[config.mk]
export PLATFORM = sky130hd
export DESIGN_NAME = btog_conv_df
export DESIGN_NICKNAME = d
export VERILOG_FILES = /design/src/rtl/btog_pkg.sv /design/src/rtl/btog_enc.sv /design/src/rtl/btog_conv_df.sv
export SDC_FILE = /design/constraint.sdc
export NUM_CORES = 1
export LEC_CHECK = 0
export BUFFER_PORTS_ARGS = -buffer_cell sky130_fd_sc_hd__buf_4
export CORE_AREA = 5 5 42 44
export CTS_CLUSTER_DIAMETER = 80
export CTS_CLUSTER_SIZE = 25
export DETAILED_ROUTE_END_ITERATION = 8
export DIE_AREA = 0 0 47 49
export HOLD_SLACK_MARGIN = 0.06
export PLACE_DENSITY = 0.37
export SLEW_MARGIN = 40
export SYNTH_ARGS = -nofsm -noshare
export SYNTH_HDL_FRONTEND = slang
export SYNTH_SLANG_ARGS = --single-unit
export TNS_END_PERCENT = 5
[constraint.sdc]
create_clock -name clk -period 1.5 [get_ports clk]
set_input_delay 0.075 -clock clk [delete_from_list [all_inputs] [get_ports clk]]
set_output_delay 0.075 -clock clk [all_outputs]
set_load 0.01 [all_outputs]
[src/rtl/btog_pkg.sv]
// Shared constants and pure helpers for the binary-to-Gray converter.
// bin2gray / gray2bin work on a 32-bit container and take the active width
// as an argument, so every instance of any width 2..32 shares one copy.
package btog_pkg;

   localparam int BTOG_DEFAULT_WIDTH = 4;

   // Mask with the low w bits set (w in 1..32).
   function automatic logic [31:0] width_mask(input int unsigned w);
      logic [31:0] m;
      if (w >= 32'd32) begin
         m = 32'hFFFF_FFFF;
      end else begin
         m = (32'd1 << w) - 32'd1;
      end
      return m;
   endfunction

   // Gray code of b: each bit is the XOR of itself and its upper neighbour.
   function automatic logic [31:0] bin2gray(input logic [31:0] b, input int unsigned w);
      return (b ^ (b >> 1)) & width_mask(w);
   endfunction

   // Binary from Gray: running XOR from the MSB downwards.
   function automatic logic [31:0] gray2bin(input logic [31:0] g, input int unsigned w);
      logic [31:0] gm;
      logic [31:0] b;
      gm = g & width_mask(w);
      b  = 32'd0;
      for (int i = 31; i >= 0; i--) begin
         if (i == 31) begin
            b[i] = gm[i];
         end else begin
            b[i] = b[i+1] ^ gm[i];
         end
      end
      return b;
   endfunction

endpackage

[src/rtl/btog_enc.sv]
// Combinational binary-to-Gray encoder, WIDTH bits in and out.
module btog_enc
   import btog_pkg::*;
#(
   parameter int WIDTH = BTOG_DEFAULT_WIDTH
) (
   input  logic [WIDTH-1:0] bin,
   output logic [WIDTH-1:0] gray
);

   // Pure bitwise conversion; no carry chain, every code is legal.
   always_comb begin
      gray = WIDTH'(bin2gray(32'(bin), WIDTH));
   end

endmodule

[src/rtl/btog_conv_df.sv]
// Registered binary-to-Gray converter with a one-cycle valid pipeline.
// Optional self-check path (shadow of accepted bin, Gray decoder, sticky
// err flag and the err port) is compiled in with macro BTOG_CHECK_EN.
module btog_conv_df
   import btog_pkg::*;
#(
   parameter int WIDTH = BTOG_DEFAULT_WIDTH
) (
   input  logic             clk,
   input  logic             rst,
   input  logic [WIDTH-1:0] bin,
   input  logic             in_valid,
   output logic [WIDTH-1:0] gray,
   output logic             out_valid
`ifdef BTOG_CHECK_EN
   ,
   output logic             err
`endif
);

   logic [WIDTH-1:0] w_gray;
   logic [WIDTH-1:0] r_gray;
   logic             r_valid;

   btog_enc #(
      .WIDTH (WIDTH)
   ) u_enc (
      .bin  (bin),
      .gray (w_gray)
   );

   // Output register: load on accepted input, hold otherwise; reset wins.
   always_ff @(posedge clk) begin
      if (rst) begin
         r_gray  <= '0;
         r_valid <= 1'b0;
      end else begin
         r_valid <= in_valid;
         if (in_valid) begin
            r_gray <= w_gray;
         end else begin
            r_gray <= r_gray;
         end
      end
   end

   assign gray      = r_gray;
   assign out_valid = r_valid;

`ifdef BTOG_CHECK_EN
   logic [WIDTH-1:0] r_bin;
   logic [WIDTH-1:0] w_dec;
   logic             r_err;

   // Decode the registered Gray value back to binary for comparison.
   always_comb begin
      w_dec = WIDTH'(gray2bin(32'(r_gray), WIDTH));
   end

   // Shadow the accepted bin and latch any round-trip mismatch until reset.
   always_ff @(posedge clk) begin
      if (rst) begin
         r_bin <= '0;
         r_err <= 1'b0;
      end else begin
         if (in_valid) begin
            r_bin <= bin;
         end else begin
            r_bin <= r_bin;
         end
         if (r_valid && (w_dec != r_bin)) begin
            r_err <= 1'b1;
         end else begin
            r_err <= r_err;
         end
      end
   end

   assign err = r_err;
`endif

endmodule

======== Word-level counts from Yosys, hierarchy flattened ========
Index checks and enable logic that the tools add are counted.
cells by class
  bitwise gates (word level) .............. 1
operators by type and width
  kind           count
  $xor A4 B3 Y4  1
word-level totals
  output and inout port bits .............. 5
  word-level logic and storage cells ...... 3
  bits in registers ....................... 5
  input port bits ......................... 7

======== Depth between registers and ports, before layout ========
  word-level depth ........................ 1
  mapped depth ............................ 3
  mapped depth without buffers ............ 2

======== Cells and area by module ========
From an unflattened synthesis, not the netlist that was laid out.
unflattened totals
  cell total of the unflattened synthesis .. 19
  area total of the unflattened synthesis .. 206.4 sq um
modules (own cells, without submodules)
  module        instances  area an instance (sq um)  sequential area each (sq um)  cells each
  btog_conv_df  1          172.7                     100.1                         15
  btog_enc      1          33.8                      0.0                           4

======== Worst setup path before layout ========
No wires, ideal clock.
  path kind ............................... register to register
  start ................................... register gray[0] (netlist name)
  end ..................................... register r_gray[0], in the netlist gray[0]
  data arrival time ....................... 0.583 ns
  path slack .............................. 0.832 ns
  stages on the path, launching flop included .. 3
  period minus slack after synthesis ...... 0.668 ns
  required time ........................... 1.414 ns
  setup time .............................. 0.086 ns
  buffers on the path ..................... 0
  path through ............................ dfxtp_1 nor2_1 a211oi_1
RTL lines
  element               line                source
  end signal, assigned  btog_conv_df.sv:40  r_gray <= w_gray;
  end signal, assigned  btog_conv_df.sv:42  r_gray <= r_gray;
  end, declared         btog_conv_df.sv:22  logic [WIDTH-1:0] r_gray;

======== Final worst setup path ========
  start ................................... input port rst
  end ..................................... register r_gray[0], in the netlist gray[0]
RTL lines
  element          line                source
  start, declared  btog_conv_df.sv:10  input logic rst,
No word-level cell between the ends.

==> out/qor_table.md <==
| Result | Reported | Unit |
|---|---|---|
| Xor and xnor area share after synthesis | 0.1419 | - |
| Power share of the clock group | 0.433 | - |
| Net total in the final layout | 41 | - |
| Synthesized-area fraction occupied by adder cells | 0 | - |
| Setup slack, reg-to-reg | 0.84 | ns |
| Setup Slack @ Placement | 0.8274 | ns |
| Number of max-cap violations | 0 | - |
| Largest family of logic cells by synthesized area | XOR/XNOR gates | - |
| Detail Placement HPWL | 375.9 | um |
| DRT iter0 DRCs | 1 | - |
| Sequential power share | 0.408 | - |
| Share of the cycle needed by the critical path after routing | 0.5145 | - |
| DRC violations left | 0 | - |
| Total CTS buffers | 3 | - |
| Hold Crit Class | in -> reg | - |
| H-tree levels | 1 | - |
| Number of enable-type register cells in the synthesized netlist | 0 | - |
| Launch instance of the worst register-to-register path | gray[0] | - |
| Clock transition time at the flip-flop clock pins of the worst setup and hold paths | 0.04 | ns |
| P_leak | 0.1407 | nW |
| Overall track demand over capacity in global routing | 0.05144 | - |
| Leading post-synthesis cells by instance count | 5 x dfxtp_1, 4 x nor2_1, 3 x a211oi_1, 3 x xnor2_1 | - |
| Biggest cell delay along the critical path | 0.53 | ns |
| Largest net degree at the start of global routing | 9 | - |
| Cell with the most instances after synthesis | dfxtp_1 | - |
| Port Buffer Count | 11 | - |
| Netlist cell types | 7 | - |
| Vias | 179 | - |
| Aggregate negative setup slack | 0 | ns |
| Final period demand of the worst path | 0.7718 | ns |
| Number of top-level pins | 12 | - |
| Mean routed wirelength per cell | 9.571 | um |
| Std-Cell Core Area | 1401 | um^2 |
| R2R depth | 2 | - |
| Final cell utilization of the core | 0.2277 | - |
| Clock Path Buffers | 2 | - |
| Count of cells resized by post-cts repair | 0 | - |
| TritonCTS clock tree | built | - |
| Detail Route Antenna Nets | 0 | - |
| Cell area power density | 1131 | nW/um^2 |
| Complex-gate fraction of the synthesized area | 0.1216 | - |
| Type of the worst setup path | in -> reg | - |
| Maximum clock frequency | 1.296 | GHz |
| Fraction of final layout cells sized beyond drive strength 1 | 0.4242 | - |
| Asr flop ratio synth | 0 | - |
| Slowest library cell on the worst path | dlygate4sd3_1 | - |
| Critical Path Source | rst | - |
| Area Overhead vs Synth | 72.30 | % |
| Critical path buffer and inverter count | 2 | - |
| Startpoint kind of the worst setup timing path | primary input | - |
| Total of flip-flops plus latches after synthesis | 5 | - |
| Endpoint kind of the worst setup timing path | flop | - |
| Area share of the largest cell type after synthesis | 0.5405 | - |
| Worst Setup EP | gray[0] | - |
| Multiplexer area fraction after synthesis | 0.05405 | - |
| Antenna violations before repair | 0 | - |
| Area of the die | 2303 | um^2 |
| Per-instance average area after synthesis | 10.29 | um^2 |
| WP data arrival | 0.93 | ns |
| Switching part of the total power | 0.2311 | - |
| WP depth | 3 | - |
| Std-Cell Rows | 14 | - |
| Final RePlAce weighted congestion | 0.5869 | - |
| Root Buffer Master | clkbuf_4 | - |
| Most common flop cell mapped by yosys | dfxtp_1 | - |
| Initial cell density of the core | 0.1321 | - |
| Clk_lat worst skew | 0.24 | ns |
| Final setup violating endpoints | 0 | - |
| Leading cell types by total area after synthesis | dfxtp_1 54%, xnor2_1 14%, a211oi_1 12%, nor2_1 8.1%, mux2i_1 5.4% | - |
| Required arrival time at the worst endpoint | 1.65 | ns |
| Family with the most delay on the worst path | buffers and inverters | - |
| Maximum vdd drop | 0.3967 | mV |
| Via/cell ratio | 3.653 | - |
| Power consumption | 0.3609 | mW |
| Total inserted antenna cells | 0 | - |
| Cell internal pwr | 0.2775 | mW |
| Cell taking the most area after synthesis | dfxtp_1 | - |
| Minimum setup slack in the final design | 0.7282 | ns |
| Area of the mapped netlist | 185.2 | um^2 |
| Slew at the pin with the worst max-slew slack | 0.1843 | ns |
| Cell-by-cell trace of the critical path | dlygate4sd3_1 -> buf_4 -> a211oi_1 | - |
| Combinational group share of total power | 0.158 | - |
| Share of the yosys chip area belonging to registers | 0.5405 | - |
| Global-route wire length before repair | 772 | um |
| Worst setup skew after layout | 0 | ns |
| Unrepaired setup endpoints after global routing | false | - |
| Hold violation count in the final report | 0 | - |
| Die extent in y | 49 | um |
| Reg2reg end | gray[0] | - |
| Number of instances in the synthesized netlist | 18 | - |
| Net switching power | 0.08339 | mW |
| Slew margin rel. | 0.8764 | - |
| Final wirelength | 469 | um |
| First-pass iteration count of the detailed router | 2 | - |
| Crit-path max FO | 5 | - |
| Clock Sinks | 5 | - |
| Synthesized Nets | 25 | - |
| Global route total overflow | 0 | - |
| Warning count from the yosys run | 0 | - |
| Vias in the first global route | 167 | - |
| Status | finished, final reports clean | - |
| Die W | 47 | um |
| Fraction of the mapped netlist area in simple logic gates | 0.1149 | - |
| Max-slew violations | 0 | - |
[cell type report]
cell class | count | area, um^2
clock buffers | 4 | 26.28
well taps | 16 | 20.02
repair buffers | 12 | 92.59
flip-flops and latches | 5 | 100.1
fillers | 164 | 1082
multi-input cells | 12 | 80.08
[per-layer routing]
layer | part of all wire | vias to the layer above | track usage | routed length (um)
met2 | 0.31 | 13 | 0.04525 | 147
met3 | 0.19 | 2 | 0.04428 | 88
met5 | 0 | - | 0 | 0
met4 | 0.036 | 0 | 0.05530 | 17
met1 | 0.46 | 75 | 0.06388 | 215
li1 | - | 89 | - | -
[flip-flops by register name (all words and copies together) (netlist names)]
| name | count |
|---|---|
| gray | 4 |
| out_valid | 1 |
[metrics by stage]
| stage | cells | hold slack, ns | area (um^2) |
|---|---|---|---|
| after floorplan | 18 | 0.1466 | 185.2 |
| after global placement | 44 | 0.2857 | 282.8 |
| after detailed placement | 44 | 0.2847 | 282.8 |
| after CTS | 49 | 0.07087 | 319.1 |
| after global routing | 49 | 0.07767 | 319.1 |
| final | 49 | 0.08255 | 319.1 |
[cell usage in the layout, fill, tap and decap left out, drive strengths merged]
cell type     n
nor2b         1
xnor2         3
clkbuf        4
nor2          4
dlygate4sd3   1
a211oi        3
mux2i         1
dfxtp         5
buf          11
[kinds of logic (layout without fill, tap and decap cells)]
family,Yosys count,count (layout)
DFF,5,5
and+or+nand+nor,5,5
xor gates and xnor gates,3,3
AOI/OAI and AO/OA,3,3
buffers and inverters,1,16
muxes,1,1
[worst register-to-register path: stages, from the launching register on]
cell and delay, ns:
dfxtp_1 0.33, nor2_1 0.05, a211oi_1 0.20
[power groups by stage]
stage	Combinational (mW)	Sequential, mW	Clock, mW
floorplan	0.0193	0.154	0
global route	0.0631	0.148	0.172
CTS	0.0584	0.147	0.166
global placement	0.0559	0.149	0
finish	0.0572	0.147	0.156
detailed placement	0.0564	0.150	0
[worst min path at each step]
stage	to	startpoint	cells after the start
after CTS	gray[1]	in_valid	2
after global placement	gray[1]	rst	2
after global routing	gray[3]	bin[3]	3
after floorplan	out_valid	rst	1
after detailed placement	out_valid	rst	2
final	gray[1]	in_valid	2
[what timing repair did]
action | CTS | global route
endpoints found under the hold margin | 5 | 0
buffers inserted | 0 | 0
hold buffers | 1 | 0
(Power assumes the default switching activity.)
